$ cat src/rtl/bus_pkg.sv
// Shared definitions for the wr/rd request bus: FSM state encoding, operation
// type and the default field widths used by both initiator and responder.
package bus_pkg;

  localparam int BUS_ADDR_W = 4;
  localparam int BUS_DATA_W = 32;
  localparam int BUS_LEN_W  = 4;

  typedef enum logic [2:0] {
    IDLE     = 3'd0,
    ACK      = 3'd1,
    WR_BURST = 3'd2,
    RD_WAIT  = 3'd3,
    RD_BURST = 3'd4
  } bus_state_e;

  typedef enum logic {
    OP_RD = 1'b0,
    OP_WR = 1'b1
  } bus_op_e;

endpackage

$ cat src/rtl/bus_responder_if.sv
// Request/response bundle between the bus initiator (master) and the
// responder (slave). Requests are held by the master until ready is seen.
interface bus_responder_if
  import bus_pkg::*;
#(
  parameter int ADDR_W = BUS_ADDR_W,
  parameter int DATA_W = BUS_DATA_W,
  parameter int LEN_W  = BUS_LEN_W
);

  logic              io_wr;
  logic              io_rd;
  logic [ADDR_W-1:0] io_address;
  logic [LEN_W-1:0]  io_length;
  logic [DATA_W-1:0] io_wdata;
  logic              io_ready;
  logic              io_rddatavalid;
  logic [DATA_W-1:0] io_rdata;

  modport master (
    output io_wr, io_rd, io_address, io_length, io_wdata,
    input  io_ready, io_rddatavalid, io_rdata
  );

  modport slave (
    input  io_wr, io_rd, io_address, io_length, io_wdata,
    output io_ready, io_rddatavalid, io_rdata
  );

endinterface

$ cat src/rtl/bus_regfile.sv
// 2^ADDR_W x DATA_W register-file memory: one synchronous write port and one
// combinational read port. Contents are deliberately never reset.
module bus_regfile
  import bus_pkg::*;
#(
  parameter int ADDR_W = BUS_ADDR_W,
  parameter int DATA_W = BUS_DATA_W
) (
  input  logic              clock,
  input  logic              we,
  input  logic [ADDR_W-1:0] waddr,
  input  logic [DATA_W-1:0] wdata,
  input  logic [ADDR_W-1:0] raddr,
  output logic [DATA_W-1:0] rdata
);

  logic [DATA_W-1:0] mem [2**ADDR_W];

  // Synchronous write port.
  always_ff @(posedge clock) begin
    if (we) begin
      mem[waddr] <= wdata;
    end
  end

  assign rdata = mem[raddr];

endmodule

$ cat src/rtl/bus_responder.sv
// Responder end of the wr/rd request bus. Accepts single and burst requests,
// acknowledges each with a one-cycle ready pulse, writes incoming beats into
// the register file and returns read beats qualified by rddatavalid.
module bus_responder
  import bus_pkg::*;
#(
  parameter int ADDR_W       = BUS_ADDR_W,
  parameter int DATA_W       = BUS_DATA_W,
  parameter int LEN_W        = BUS_LEN_W,
  parameter int READ_LATENCY = 1          // legal range 1..4
) (
  input  logic             clock,
  input  logic             reset,
  bus_responder_if.slave   bus
);

  localparam logic [2:0] ST_IDLE     = IDLE;
  localparam logic [2:0] ST_ACK      = ACK;
  localparam logic [2:0] ST_WR_BURST = WR_BURST;
  localparam logic [2:0] ST_RD_WAIT  = RD_WAIT;
  localparam logic [2:0] ST_RD_BURST = RD_BURST;

  // Last value of the latency counter before the first read beat is loaded.
  localparam logic [2:0] LAT_LAST = 3'(READ_LATENCY - 1);

  logic [2:0]        state;
  logic [LEN_W-1:0]  cnt;
  logic [2:0]        lat_cnt;

  // Request fields captured at accept time (data, no reset needed).
  logic [ADDR_W-1:0] addr_q;
  logic [LEN_W-1:0]  len_q;
  bus_op_e           op_q;

  // Registered outputs.
  logic              ready_p1;
  logic              vld_p1;
  logic [DATA_W-1:0] rdata_p1;

  logic [ADDR_W-1:0] beat_addr;
  logic [DATA_W-1:0] mem_rdata;
  logic              mem_we;
  logic              accept;

  // One adder serves both write and read bursts; cnt is 0 for the first beat,
  // so the same address also feeds the first read beat in ACK/RD_WAIT.
  assign beat_addr = addr_q + ADDR_W'(cnt);
  assign accept    = (state == ST_IDLE) && (bus.io_wr || bus.io_rd);

  // Write on the ready cycle and every following write-burst cycle; a reset
  // in the same cycle aborts the beat.
  assign mem_we = !reset &&
                  (((state == ST_ACK) && (op_q == OP_WR) && (len_q != '0)) ||
                   (state == ST_WR_BURST));

  bus_regfile #(
    .ADDR_W (ADDR_W),
    .DATA_W (DATA_W)
  ) u_regfile (
    .clock (clock),
    .we    (mem_we),
    .waddr (beat_addr),
    .wdata (bus.io_wdata),
    .raddr (beat_addr),
    .rdata (mem_rdata)
  );

  // Capture the request on accept; write wins when wr and rd arrive together.
  always_ff @(posedge clock) begin
    if (accept) begin
      addr_q <= bus.io_address;
      len_q  <= bus.io_length;
      op_q   <= bus.io_wr ? OP_WR : OP_RD;
    end
  end

  // Request FSM, beat/latency counters and the registered output stage.
  always_ff @(posedge clock) begin
    if (reset) begin
      state    <= ST_IDLE;
      cnt      <= '0;
      lat_cnt  <= '0;
      ready_p1 <= 1'b0;
      vld_p1   <= 1'b0;
      rdata_p1 <= '0;
    end else begin
      ready_p1 <= 1'b0;
      vld_p1   <= 1'b0;
      rdata_p1 <= '0;
      case (state)
        ST_IDLE: begin
          if (accept) begin
            state    <= ST_ACK;
            ready_p1 <= 1'b1;
            cnt      <= '0;
          end
        end
        ST_ACK: begin
          if (len_q == '0) begin
            state <= ST_IDLE;
          end else if (op_q == OP_WR) begin
            if (len_q > LEN_W'(1)) begin
              state <= ST_WR_BURST;
              cnt   <= LEN_W'(1);
            end else begin
              state <= ST_IDLE;
            end
          end else if (READ_LATENCY == 1) begin
            // Latency 1: the first beat is loaded straight out of ACK.
            state    <= ST_RD_BURST;
            vld_p1   <= 1'b1;
            rdata_p1 <= mem_rdata;
            cnt      <= LEN_W'(1);
          end else begin
            state   <= ST_RD_WAIT;
            lat_cnt <= 3'd1;
          end
        end
        ST_WR_BURST: begin
          if (cnt == len_q - LEN_W'(1)) begin
            state <= ST_IDLE;
            cnt   <= '0;
          end else begin
            cnt <= cnt + LEN_W'(1);
          end
        end
        ST_RD_WAIT: begin
          if (lat_cnt == LAT_LAST) begin
            state    <= ST_RD_BURST;
            vld_p1   <= 1'b1;
            rdata_p1 <= mem_rdata;
            cnt      <= LEN_W'(1);
          end else begin
            lat_cnt <= lat_cnt + 3'd1;
          end
        end
        ST_RD_BURST: begin
          // The beat visible this cycle is cnt-1; once cnt reaches len the
          // last beat is on the bus and the following cycle is idle.
          if (cnt == len_q) begin
            state <= ST_IDLE;
            cnt   <= '0;
          end else begin
            vld_p1   <= 1'b1;
            rdata_p1 <= mem_rdata;
            cnt      <= cnt + LEN_W'(1);
          end
        end
        default: begin
          state <= ST_IDLE;
        end
      endcase
    end
  end

  assign bus.io_ready       = ready_p1;
  assign bus.io_rddatavalid = vld_p1;
  assign bus.io_rdata       = rdata_p1;

endmodule

$ cat src/flat_wrapper.sv
// flat-port wrapper written by rule: the top's interface ports become plain ports
module bus_responder_flat import bus_pkg::*;
#(
  parameter int ADDR_W       = BUS_ADDR_W,
  parameter int DATA_W       = BUS_DATA_W,
  parameter int LEN_W        = BUS_LEN_W,
  parameter int READ_LATENCY = 1                             
)
  (clock, reset, bus_io_wr, bus_io_rd, bus_io_address, bus_io_length, bus_io_wdata, bus_io_ready, bus_io_rddatavalid, bus_io_rdata);
  bus_responder_if #(.ADDR_W(ADDR_W), .DATA_W(DATA_W), .LEN_W(LEN_W)) bus_i ();
  input  logic clock;
  input  logic reset;
  input wire logic [$bits(bus_i.io_wr)-1:0] bus_io_wr;
  input wire logic [$bits(bus_i.io_rd)-1:0] bus_io_rd;
  input wire logic [$bits(bus_i.io_address)-1:0] bus_io_address;
  input wire logic [$bits(bus_i.io_length)-1:0] bus_io_length;
  input wire logic [$bits(bus_i.io_wdata)-1:0] bus_io_wdata;
  output wire logic [$bits(bus_i.io_ready)-1:0] bus_io_ready;
  output wire logic [$bits(bus_i.io_rddatavalid)-1:0] bus_io_rddatavalid;
  output wire logic [$bits(bus_i.io_rdata)-1:0] bus_io_rdata;
  assign bus_i.io_wr = bus_io_wr;
  assign bus_i.io_rd = bus_io_rd;
  assign bus_i.io_address = bus_io_address;
  assign bus_i.io_length = bus_io_length;
  assign bus_i.io_wdata = bus_io_wdata;
  assign bus_io_ready = bus_i.io_ready;
  assign bus_io_rddatavalid = bus_i.io_rddatavalid;
  assign bus_io_rdata = bus_i.io_rdata;
  bus_responder #(.ADDR_W(ADDR_W), .DATA_W(DATA_W), .LEN_W(LEN_W), .READ_LATENCY(READ_LATENCY)) u_core (.clock(clock), .reset(reset), .bus(bus_i));
endmodule
$ cat config.mk
export PLATFORM = sky130hd
export DESIGN_NAME = bus_responder_flat
export DESIGN_NICKNAME = d
export VERILOG_FILES = /design/src/rtl/bus_pkg.sv /design/src/rtl/bus_responder_if.sv /design/src/rtl/bus_regfile.sv /design/src/rtl/bus_responder.sv /design/src/flat_wrapper.sv
export SDC_FILE = /design/constraint.sdc
export NUM_CORES = 1
export LEC_CHECK = 0
export BUFFER_PORTS_ARGS = -buffer_cell sky130_fd_sc_hd__buf_2
export CAP_MARGIN = 20
export CELL_PAD_IN_SITES_DETAIL_PLACEMENT = 1
export CELL_PAD_IN_SITES_GLOBAL_PLACEMENT = 2
export CORE_MARGIN = 3
export CORE_UTILIZATION = 35
export CTS_BUF_LIST = sky130_fd_sc_hd__clkbuf_4 sky130_fd_sc_hd__clkbuf_8 sky130_fd_sc_hd__clkbuf_16
export DETAILED_ROUTE_END_ITERATION = 7
export PLACE_DENSITY = 0.67
export SETUP_SLACK_MARGIN = 0.2
export SLEW_MARGIN = 15
export SYNTH_ARGS = -nofsm -noshare
export SYNTH_HDL_FRONTEND = slang
export SYNTH_SLANG_ARGS = --single-unit
$ cat constraint.sdc
create_clock -name clock -period 4.4 [get_ports clock]
set_input_delay 0.44 -clock clock [delete_from_list [all_inputs] [get_ports clock]]
set_output_delay 0.44 -clock clock [all_outputs]
set_load 0.02 [all_outputs]
Word-level counts from Yosys, hierarchy flattened:

Memories as Yosys holds them, arrays and structs flattened.
Cells that the tools add are included.
W data, S select, Z words.

* flip-flop bits (word level): 53
* bits in writable memories: 512
* bits of input ports: 44
* output and inout port bits: 34
* word-level logic and storage cells: 75
* memories kept: 1

Memory list
* u_core.u_regfile.mem: words 16, width 32, read ports 1, clocked after memory_dff 0, wr ports 1, RTL line bus_regfile.sv:17 `logic [DATA_W-1:0] mem [2**ADDR_W];`

* $add $sub $neg: 4
* magnitude comparators: 1
* equal/unequal tests: 12
* muxes and demuxes: 30
* bitwise operators: 2
* reduce and logical (&&, ||, !) cells: 16

Operators with widths (count)
* $mux W32: 4
* $pmux W32 S3: 1
* $mux W4: 7
* $pmux W4 S5: 1
* $mux W3: 6
* $pmux W3 S5: 1
* $eq A4 B4 Y1: 2
* $mux W1: 8
* $eq A3 B2 Y1 const B: 2
* $logic_not A3 Y1: 2
* $ne A2 B1 Y1 const B: 3
* $reduce_and A5 Y1: 1
* $reduce_bool A5 Y1: 1
* $add A4 B1 Y4 const B: 1
* $add A4 B4 Y4: 1
* $gt A4 B1 Y1 const B: 1
* $logic_and A1 B1 Y1: 4
* $logic_not A4 Y1: 1
* $ne A2 B2 Y1 const B: 2
* $reduce_and A4 Y1: 1
* $reduce_bool A4 Y1: 1
* $sub A4 B1 Y4 const B: 1
* $add A3 B1 Y3 const B: 1
* $eq A3 B1 Y1 const B: 1
* 9 further kinds: 11

Logic depth before layout (Yosys ltp):

Gate-level depths: netlist of run 1.

* word-level depth: 7
* gate-level depth with buffers: 9
* mapped depth without buffers: 7

Cells and area by module:

Synthesis of run 1 repeated with hierarchy kept, for this count alone.

* cells, all modules: 985
* area total of the unflattened synthesis: 21212.8 um^2

Modules (own cells, without submodules)
* bus_regfile: times used 1, cells an instance 806, area an instance 19194.7 um^2, seq. area each 15374.7 um^2
* bus_responder: times used 1, cells an instance 179, area an instance 2018.2 um^2, seq. area each 1151.1 um^2

Worst setup path after synthesis of run 1:

Ideal clock, no wire load.

* kind: reg2reg
* from: reg u_core.cnt[0]
* to: mem u_core.u_regfile.mem[0][0] in the netlist's numbering, enable pin
* library setup time: 0.421 ns
* arrival time: 3.331 ns
* data required time: 3.979 ns
* slack: 0.648 ns
* stages on the path, launching flop included: 8
* path buffers: 3
* clock period less this slack: 3.752 ns
* cell sequence: dfxtp_1 ha_1 fa_1 buf_2 clkbuf_1 buf_2 or3b_1 nor2_1

* longest elaborated chain between the ends: 1

RTL lines
* start, declared: RTL line bus_responder.sv:27 `logic [LEN_W-1:0] cnt;`
* start signal, assigned: RTL line bus_responder.sv:124 `cnt <= cnt + LEN_W'(1);`
* start signal, assigned: RTL line bus_responder.sv:146 `cnt <= cnt + LEN_W'(1);`
* $add A4 B4 Y4: RTL line bus_responder.sv:47 `assign beat_addr = addr_q + ADDR_W'(cnt);`
* end, declared: RTL line bus_regfile.sv:17

Every way passes these cells.

Worst setup path after layout of run 1:

* from: reg u_core.len_q[0]
* to: mem u_core.u_regfile.mem[14][16] in the netlist's numbering, enable pin

* longest elaborated chain between the ends: 6

RTL lines
* start, declared: RTL line bus_responder.sv:32 `logic [LEN_W-1:0] len_q;`
* start signal, assigned: RTL line bus_responder.sv:72 `len_q <= bus.io_length;`
* $reduce_bool A4 Y1: RTL line bus_responder.sv:53 `(((state == ST_ACK) && (op_q == OP_WR) && (len_q != '0)) ||`
* $logic_and A1 B1 Y1: RTL line bus_responder.sv:53
* $logic_or A1 B1 Y1: RTL line bus_responder.sv:53
* $logic_and A1 B1 Y1: RTL line bus_responder.sv:52 `assign mem_we = !reset &&`
* $mux W1: RTL line bus_regfile.sv:21 `if (we) begin`
* $mux W1 (implied by the code): RTL line bus_regfile.sv:22 `mem[waddr] <= wdata;`

Every way passes these cells.

==> results of run 1 <==
[path summary, 6_finish.rpt]
kind | startpoint | endpoint | depth (start not counted)
worst min-delay path | bus_io_wr | u_core.op_q | 1
worst min register to register | u_core.lat_cnt[2] | u_core.lat_cnt[2] | 2
worst max-delay path | u_core.len_q[0] | u_core.u_regfile.mem[14][16] | 8
worst max register to register | u_core.len_q[0] | u_core.u_regfile.mem[14][16] | 8
[layout make-up]
type,instances,area [um2]
Multi-Input combinational cell,363,4820
Inverter,8,30.0
Clock buffer,82,1650
Clock inverter,25,208
Tap cell,782,978
Timing Repair Buffer,121,823
Sequential cell,565,16500
Fill cell,5673,35700
[routing by layer]
layer	GRT usage	up-vias	routed length (um)
met5	0	-	0
met4	0.0388	0	945
met3	0.0277	61	1780
met2	0.258	183	24200
met1	0.205	5429	21400
li1	-	4385	-
[worst max-delay path: cells and delay by family, from the launching register on]
kind / cells / cell delay, ns
compound gates: 1 / 0.09
fa+ha+maj: 1 / 0.21
buf+inv: 2 / 0.40
flops: 1 / 0.43
simple gates: 4 / 1.88
[flip-flops by register name, indices dropped and copies added (netlist names)]
register and count:
u_core.u_regfile.mem 512, u_core.bus.io_rdata 32, u_core.addr_q 4, u_core.cnt 4
u_core.len_q 4, u_core.lat_cnt 3, u_core.state 3, u_core.bus.io_rddatavalid 1
u_core.bus.io_ready 1, u_core.op_q 1
[what timing repair did]
item | 4_1_cts | 5_1_grt
endpoints found under the hold margin | 8 | 0
hold buffers | 8 | 0
setup endpoints to repair | 0 | 0
[cells in the mapped netlist (3+ instances only)]
| cell | number | area, um2 |
|---|---|---|
| edfxtp_1 | 521 | 15600 |
| mux4_2 | 128 | 2880 |
| a211oi_1 | 54 | 405 |
| dfxtp_1 | 44 | 881 |
| nor2b_1 | 37 | 231 |
| mux2i_1 | 34 | 340 |
| nor2_1 | 24 | 90.1 |
| buf_2 | 23 | 115 |
| buf_4 | 14 | 105 |
| a211oi_2 | 10 | 125 |
| clkbuf_1 | 9 | 33.8 |
| ha_1 | 9 | 113 |
| a21oi_1 | 8 | 40.0 |
| buf_6 | 8 | 90.1 |
| inv_1 | 8 | 30.0 |
| xnor2_1 | 8 | 70.1 |
| nand2_1 | 7 | 26.3 |
| nor3_1 | 5 | 25.0 |
| nand3_1 | 4 | 20.0 |
| nand2b_1 | 3 | 18.8 |
| o21ai_0 | 3 | 15.0 |
[logic make-up (layout without fill, tap and decap cells)]
group,count (synthesis),in the layout
compound gates,88,88
xor+xnor,11,11
fa+ha+maj,10,10
buf+inv,62,236
flops,565,565
mux,162,162
simple gates,92,92
[power groups by stage]
stage               sequential, mW  clock (mW)  combinational (mW)
finish                        5.99        4.74                1.76
global route                  6.00        5.11                1.91
CTS                           5.99        4.87                1.81
detailed placement            6.11           0                1.80
global placement              6.10           0                1.78
floorplan                     6.13           0                1.31
[through the flow]
| step | instances | util | worst slack, ns |
|---|---|---|---|
| finish | 1946 | 0.413 | 1.10 |
| global route | 1946 | 0.413 | 0.892 |
| CTS | 1946 | 0.413 | 0.994 |
| detailed placement | 1831 | 0.381 | 1.04 |
| global placement | 1831 | 0.381 | 1.11 |
| floorplan | 990 | - | 0.648 |
==> flow_metrics.py, run 1 <==
metrics = {
    "status": {
        "status": "finished, final reports clean",
    },
    "layout": {
        "postLayoutCellArea_mm2": 0.0250,
        "n_antenna_cell": 0,
        "mostFrequentLayoutCells": "521 x edfxtp_1, 128 x mux4_2, 77 x buf_2",
        "drive_gt1_frac": 0.317,
        "area_delta_synth_final_pct": 16.1,
        "final_nets": 1171,
        "mostFrequentLayoutCell": "edfxtp_1",
    },
    "synthesis": {
        "dominantRegCellSynth": "edfxtp_1",
        "synth_cell_types": 41,
        "synth_area_per_cell_um2": 21.8,
        "synth_seq_cells": 565,
        "synthSimpleGateAreaFrac": 0.0231,
        "syn_inst": 990,
        "yosysWarnings": 0,
        "synth_nets": 1044,
        "synth_fa_ha_area_frac": 0.00615,
        "asyncSetResetFlopFracSynth": 0,
        "netlist_area_mm2": 0.0216,
        "synth-edff-count": 521,
        "synth-compound-area-share": 0.0319,
        "muxShareOfSynthArea": 0.149,
        "synth_top_family_by_area": "multiplexers",
        "synth_seq_area_share": 0.767,
        "yosys.area_share.xor_xnor": 0.00551,
    },
    "global_route": {
        "grt_usage": 0.152,
        "grt_pass1_wl_um": 72500,
        "grt_start_max_net_pins": 83,
        "gr-total-overflow": 0,
        "grt_pass1_vias": 10911,
        "antenna_found_initial": 2,
    },
    "flow_run": {
        "drv_cap": 0,
    },
    "cts": {
        "cts_root_buf": "clkbuf_16",
        "clk_pin_slew_ns": 0.06,
        "cts_setup_buffers": 0,
        "numCtsBuffers": 58,
        "htreeDepth": 2,
        "cts_tree": "yes",
        "worst_skew_pair.late_latency_ns": 0.63,
        "post_cts_resize_count": 0,
        "numClockSinks": 565,
        "clk_path_buf_depth": 3,
    },
    "pwr": {
        "seq_power_share": 0.480,
        "internal_power_mw": 9.50,
        "total_power_mw": 12.5,
        "comb_power_share": 0.141,
        "clockPowerShare": 0.380,
        "power.leakage_nw": 8.08,
        "powerDensity_mw_per_mm2": 499,
        "swShare": 0.239,
        "p_sw_mw": 2.99,
        "irDropWorstVdd_mv": 0.283,
    },
    "floorplanning": {
        "io_pins": 78,
        "start_util": 0.355,
        "fp.dieH_um": 254,
        "coreArea_mm2": 0.0607,
        "die_x_um": 254,
        "die-area_mm2": 0.0646,
        "rows": 90,
    },
    "place": {
        "placedInstanceArea_mm2": 0.0231,
        "io_buffers": 77,
        "hpwl_um": 26900,
        "gp_congestion": 0.709,
    },
    "sta": {
        "fin_crit_ns": 3.30,
        "setup_viol": 0,
        "fin_crit_sh": 0.751,
        "worst_slew_margin_rel": 0.327,
        "rsz0062_at_grt": "false",
        "timing.hold.ws_ns": 0.0680,
        "setup_tns_ns": 0,
        "hold_violations": 0,
        "worst_pin_slew_ns": 1.01,
        "fin_worst_skew_ns": 0.0423,
        "finalMaxSlewViolations": 0,
        "max_freq_mhz": 303,
    },
    "setup_path": {
        "required_ns": 4.70,
        "critPathKind": "reg2reg",
        "cp_data_arrival_time_ns": 3.61,
        "reg2reg_slack_ns": 1.10,
        "crit_chain": "inv_1, ha_1, or3b_1, a31oi_1, nor3_1, nand3b_1, nor2_4, buf_4",
        "start_kind": "flip-flop",
        "critPathCaptureType": "flip-flop",
        "slowest_delay_ns": 0.65,
        "cpMaxStageDelayCell": "nor2_4",
        "cp_max_fo": 12,
    },
    "detailed_routing": {
        "avgRoutedWirePerCell_um": 24.8,
        "route.detailed.drc": 0,
        "drt_iter0_drc": 789,
        "antenna_left": 0,
        "vias": 10058,
        "via_per_inst": 5.17,
        "wl_um": 48300,
        "firstDrtPassIters": 5,
    },
    "hold_path": {
        "hp-class": "in2reg",
    },
}
No activity file was read; power rests on OpenSTA's default activity.
==> run 2: changes to the inputs <==
--- a/config.mk
+++ b/config.mk
@@ -13,7 +13,7 @@
 export CORE_UTILIZATION = 35
 export CTS_BUF_LIST = sky130_fd_sc_hd__clkbuf_4 sky130_fd_sc_hd__clkbuf_8 sky130_fd_sc_hd__clkbuf_16
 export DETAILED_ROUTE_END_ITERATION = 7
-export PLACE_DENSITY = 0.67
+export PLACE_DENSITY = 0.69
 export SETUP_SLACK_MARGIN = 0.2
 export SLEW_MARGIN = 15
 export SYNTH_ARGS = -nofsm -noshare
==> constraint.sdc (replaced) <==
create_clock -name clock -period 2.7 [get_ports clock]
set_input_delay 0.27 -clock clock [delete_from_list [all_inputs] [get_ports clock]]
set_output_delay 0.27 -clock clock [all_outputs]
set_load 0.02 [all_outputs]
==> flow_metrics.py, run 2 (synthesis gave the netlist of run 1 again) <==
metrics = {
    "global_route": {
        "grt_pass1_vias": 11609,
        "grt_usage": 0.169,
        "grt_start_max_net_pins": 39,
        "grt_pass1_wl_um": 79300,
        "antenna_found_initial": 1,
        "gr-total-overflow": 0,
    },
    "setup_path": {
        "cpLargestDelayFamily": "adder cells",
        "cp_max_fo": 17,
        "critical_path_depth": 8,
        "r2r_cells": 8,
        "r2r_start": "u_core.addr_q[0]",
        "start_kind": "flip-flop",
        "path_buf_inv": 2,
        "slowest_delay_ns": 0.80,
        "required_ns": 3.20,
        "startpoint": "u_core.addr_q[0]",
        "crit_chain": "ha_4, fa_4, buf_12, buf_16, mux4_2, nor2b_1, a211oi_2, a211oi_1",
        "reg2reg_slack_ns": -0.02,
        "critPathKind": "reg2reg",
        "worstSetupEndpoint": "u_core.bus.io_rdata[10]",
        "r2r-end": "u_core.bus.io_rdata[10]",
        "cpMaxStageDelayCell": "fa_4",
        "cp_data_arrival_time_ns": 3.22,
        "critPathCaptureType": "flip-flop",
    },
    "cts": {
        "clk_pin_slew_ns": 0.06,
        "cts_tree": "yes",
        "worst_skew_pair.late_latency_ns": 0.63,
        "htreeDepth": 2,
        "numCtsBuffers": 56,
        "numClockSinks": 565,
        "clk_path_buf_depth": 3,
        "cts_root_buf": "clkbuf_16",
    },
    "pwr": {
        "power.leakage_nw": 8.96,
        "total_power_mw": 21.3,
        "powerDensity_mw_per_mm2": 787,
        "irDropWorstVdd_mv": 0.467,
    },
    "layout": {
        "largest_reg_flops": 512,
        "mostFrequentLayoutCells": "521 x edfxtp_1, 128 x mux4_2, 77 x buf_2",
        "mostFrequentLayoutCell": "edfxtp_1",
        "final_nets": 1282,
        "drive_gt1_frac": 0.397,
        "layout.cells.non_filler": 2058,
        "fin_util": 0.446,
        "postLayoutCellArea_mm2": 0.0271,
        "area_delta_synth_final_pct": 25.7,
        "largest-register": "u_core.u_regfile.mem",
        "n_antenna_cell": 0,
    },
    "detailed_routing": {
        "wl_um": 54200,
        "firstDrtPassIters": 4,
        "route.detailed.drc": 0,
        "antenna_left": 0,
        "via_per_inst": 5.23,
        "drt_iter0_drc": 856,
        "avgRoutedWirePerCell_um": 26.3,
        "vias": 10762,
    },
    "place": {
        "hpwl_um": 30300,
        "placedInstanceArea_mm2": 0.0240,
        "dp_cells": 1885,
        "gp_congestion": 0.720,
        "io_buffers": 77,
    },
    "floorplanning": {
        "coreArea_mm2": 0.0607,
        "die-area_mm2": 0.0646,
        "fp.dieH_um": 254,
        "io_pins": 78,
        "die_x_um": 254,
        "rows": 90,
        "start_util": 0.355,
    },
    "sta": {
        "rsz0062_at_grt": "true",
        "fin_crit_ns": 2.72,
        "timing.hold.ws_ns": 0.0395,
        "fin_worst_skew_ns": 0.0274,
        "worst_slew_margin_rel": 0.608,
        "setup_viol": 1,
        "fin_crit_sh": 1.01,
        "finalMaxSlewViolations": 0,
        "hold_violations": 0,
        "worst_pin_slew_ns": 0.588,
        "max_freq_mhz": 368,
        "fin_ws_ns": -0.0197,
    },
    "status": {
        "status": "finished, violations left",
        "violations": "setup timing",
    },
    "flow_run": {
        "drv_cap": 0,
    },
    "hold_path": {
        "hp-start": "bus_io_wdata[6]",
        "hp-class": "in2reg",
    },
}
-- run 2: cell type report --
type	count	area (um2)
clock buffer	78	1620
sequential	565	16500
clock inverter	28	303
inverter	8	30.0
fill	5554	33600
timing repair buffer	234	2640
multi-input combinational	363	5000
tap	782	978
-- run 2: where the power goes --
part	internal [mW]	switching, mW	leakage, nW	total [mW]
Clock	4.68	3.29	0.962	7.97
Combinational	1.82	1.78	2.95	3.59
Sequential	9.70	0.0644	5.05	9.76
Total	16.2	5.13	8.96	21.3
-- run 2: worst min path at each step --
stage	end	slack [ns]	cells past startpoint
after global routing	u_core.u_regfile.mem[5][9]	0.02	1
after CTS	u_core.u_regfile.mem[6][8]	0.001	1
after floorplan	u_core.addr_q[0]	0.37	0
final	u_core.u_regfile.mem[3][6]	0.04	1
after detailed placement	u_core.len_q[3]	0.45	1
after global placement	u_core.len_q[2]	0.45	1
-- run 2: per-stage QoR --
step / TNS, ns / worst slack, ns
floorplan: -7.51 / -0.0457
global placement: -0.00203 / -0.00203
detailed placement: -0.0201 / -0.0199
CTS: 0 / 0.00932
global route: -1.64 / -0.105
finish: -0.0197 / -0.0197
-- run 2: timing repair --
item | CTS | global route
buffers inserted | 19 | 11
endpoints found under the setup margin | 511 | 533
endpoints found under the hold margin | 195 | 0
gates resized for setup | 30 | 41
pin swaps | 4 | 15
cloned | 7 | 3
hold buffers | 27 | 0
-- run 2: layer usage --
layer	wire [um]	track usage
met1	23100	0.223
met3	2340	0.0286
met5	13	0
met4	1010	0.0401
met2	27700	0.292
==> run 3: changes to the inputs <==
--- a/config.mk
+++ b/config.mk
@@ -13,8 +13,8 @@
 export CORE_UTILIZATION = 35
 export CTS_BUF_LIST = sky130_fd_sc_hd__clkbuf_4 sky130_fd_sc_hd__clkbuf_8 sky130_fd_sc_hd__clkbuf_16
 export DETAILED_ROUTE_END_ITERATION = 7
+export GPL_TIMING_DRIVEN = 0
 export PLACE_DENSITY = 0.69
-export SETUP_SLACK_MARGIN = 0.2
 export SLEW_MARGIN = 15
 export SYNTH_ARGS = -nofsm -noshare
 export SYNTH_HDL_FRONTEND = slang
==> flow_metrics.py, run 3 (synthesis gave the netlist of run 1 again) <==
metrics = {
    "pwr": {
        "seq_power_share": 0.440,
        "irDropWorstVdd_mv": 0.549,
        "powerDensity_mw_per_mm2": 796,
        "swShare": 0.248,
        "total_power_mw": 22.2,
        "internal_power_mw": 16.7,
        "clockPowerShare": 0.389,
        "comb_power_share": 0.171,
        "power.leakage_nw": 9.33,
        "p_sw_mw": 5.51,
    },
    "layout": {
        "final_nets": 1332,
        "largest-register": "u_core.u_regfile.mem",
        "mostFrequentLayoutCells": "521 x edfxtp_1, 128 x mux4_2, 84 x buf_2",
        "largest_reg_flops": 512,
        "postLayoutCellArea_mm2": 0.0279,
        "drive_gt1_frac": 0.416,
        "mostFrequentLayoutCell": "edfxtp_1",
        "area_delta_synth_final_pct": 29.3,
    },
    "floorplanning": {
        "die-area_mm2": 0.0646,
        "start_util": 0.355,
        "rows": 90,
        "io_pins": 78,
        "fp.dieH_um": 254,
        "coreArea_mm2": 0.0607,
        "die_x_um": 254,
    },
    "detailed_routing": {
        "via_per_inst": 5.28,
        "vias": 11148,
        "drt_iter0_drc": 915,
        "avgRoutedWirePerCell_um": 28.1,
        "antenna_left": 0,
        "firstDrtPassIters": 5,
        "route.detailed.drc": 0,
        "wl_um": 59400,
    },
    "global_route": {
        "grt_util_met1": 0.233,
        "grt_usage": 0.185,
        "gr-total-overflow": 0,
        "grt_pass1_wl_um": 85300,
        "antenna_found_initial": 2,
        "grt_start_max_net_pins": 19,
        "use_met2": 0.319,
        "grt_use_met3": 0.0324,
        "busiest_layer": "met2",
        "grt_pass1_vias": 12083,
    },
    "place": {
        "io_buffers": 77,
        "hpwl_um": 32100,
        "gp_congestion": 0.695,
        "place_ws_ns": -0.752,
        "placedInstanceArea_mm2": 0.0236,
    },
    "sta": {
        "finalMaxSlewViolations": 0,
        "setup_viol": 183,
        "worst_slew_margin_rel": 0.592,
        "fin_crit_sh": 1.03,
        "hold_violations": 0,
        "rsz0062_at_grt": "true",
        "max_freq_mhz": 358,
        "fin_crit_ns": 2.79,
        "fin_worst_skew_ns": 0.0387,
        "setup_tns_ns": -6.51,
        "worst_pin_slew_ns": 0.612,
        "fin_ws_ns": -0.0908,
        "timing.hold.ws_ns": 0.0290,
    },
    "cts": {
        "clk_pin_slew_ns": 0.06,
        "cts_tree": "yes",
        "worst_skew_pair.late_latency_ns": 0.64,
        "numClockSinks": 565,
        "numCtsBuffers": 58,
        "cts_root_buf": "clkbuf_16",
        "htreeDepth": 2,
        "clk_path_buf_depth": 3,
    },
    "setup_path": {
        "critPathMostFrequentCell": "buf_12",
        "start_kind": "flip-flop",
        "crit_chain": "ha_4, fa_2, clkbuf_16, buf_12, or3b_4, buf_12, nor2_4, buf_12, buf_16",
        "slowest_delay_ns": 0.51,
        "required_ns": 3.03,
        "critPathKind": "reg2reg",
        "cp_max_fo": 12,
        "cpMaxStageDelayCell": "fa_2",
        "cp_data_arrival_time_ns": 3.12,
        "critPathCaptureType": "flip-flop",
    },
    "status": {
        "violations": "setup timing",
        "status": "finished, violations left",
    },
    "flow_run": {
        "drv_cap": 0,
    },
    "hold_path": {
        "hp-class": "in2reg",
    },
}
run 3: cell count changes in the layout (fill, tap and decap cells not counted), moves of 5 or more:
cell       delta
buf_6        +24
clkbuf_16    +10
a211oi_2      -6
buf_16        +8
buf_8         +6
bufinv_16     +5
buf_12       -11
buf_2         +7
run 3: layer usage:
metal,vias to the layer above,share of wire
met5,-,0.00017
met4,2,0.039
met3,113,0.049
met2,346,0.51
met1,5964,0.40
li1,4723,-
run 3: final timing paths:
check | start | cells past startpoint | end | slack, ns
worst min register to register | u_core.lat_cnt[2] | 2 | u_core.lat_cnt[2] | 0.52
worst max-delay path | u_core.addr_q[0] | 9 | u_core.u_regfile.mem[0][5] | -0.09
worst min-delay path | bus_io_wdata[8] | 1 | u_core.u_regfile.mem[8][8] | 0.03
worst max register to register | u_core.addr_q[0] | 9 | u_core.u_regfile.mem[0][5] | -0.09
run 3: layout make-up:
class | count | area, um2
Sequential cell | 565 | 16500
Antenna cell | 1 | 2.50
Inverter | 8 | 30.0
Buffer | 51 | 499
Timing Repair Buffer | 231 | 2750
Fill cell | 5540 | 32800
Clock buffer | 73 | 1600
Multi-Input combinational cell | 363 | 5010
Tap cell | 782 | 978
Clock inverter | 37 | 477
run 3: metrics by stage:
step                cells  utilization
detailed placement   1870        0.389
global route         2110        0.459
CTS                  2106        0.458
global placement     1849        0.381
finish               2111        0.459
floorplan             990            -
run 3: power groups by stage:
stage                     Combinational (mW)  Clock (mW)  Sequential (mW)
after global placement                  3.16           0             9.94
after CTS                               3.74        8.74             9.76
final                                   3.79        8.63             9.76
after floorplan                         2.20           0             9.98
after global routing                    4.04        9.16             9.76
after detailed placement                3.25           0             9.94
run 3: worst max-delay path, delay by kind of cell, from the launching register on:
family | cells | cell delay (ns)
AND/OR/NAND/NOR | 2 | 0.52
adder cells (fa/ha/maj) | 2 | 0.71
flip-flops | 1 | 0.44
buffers and inverters | 5 | 0.79
run 3: timing repair:
action / in CTS / in global routing
hold buffers: 26 / 0
resized for setup: 118 / 31
setup endpoints to repair: 544 / 512
buffers inserted: 91 / 10
pin swaps: 24 / 23
gates cloned: 13 / 10
endpoints found under the hold margin: 180 / 0
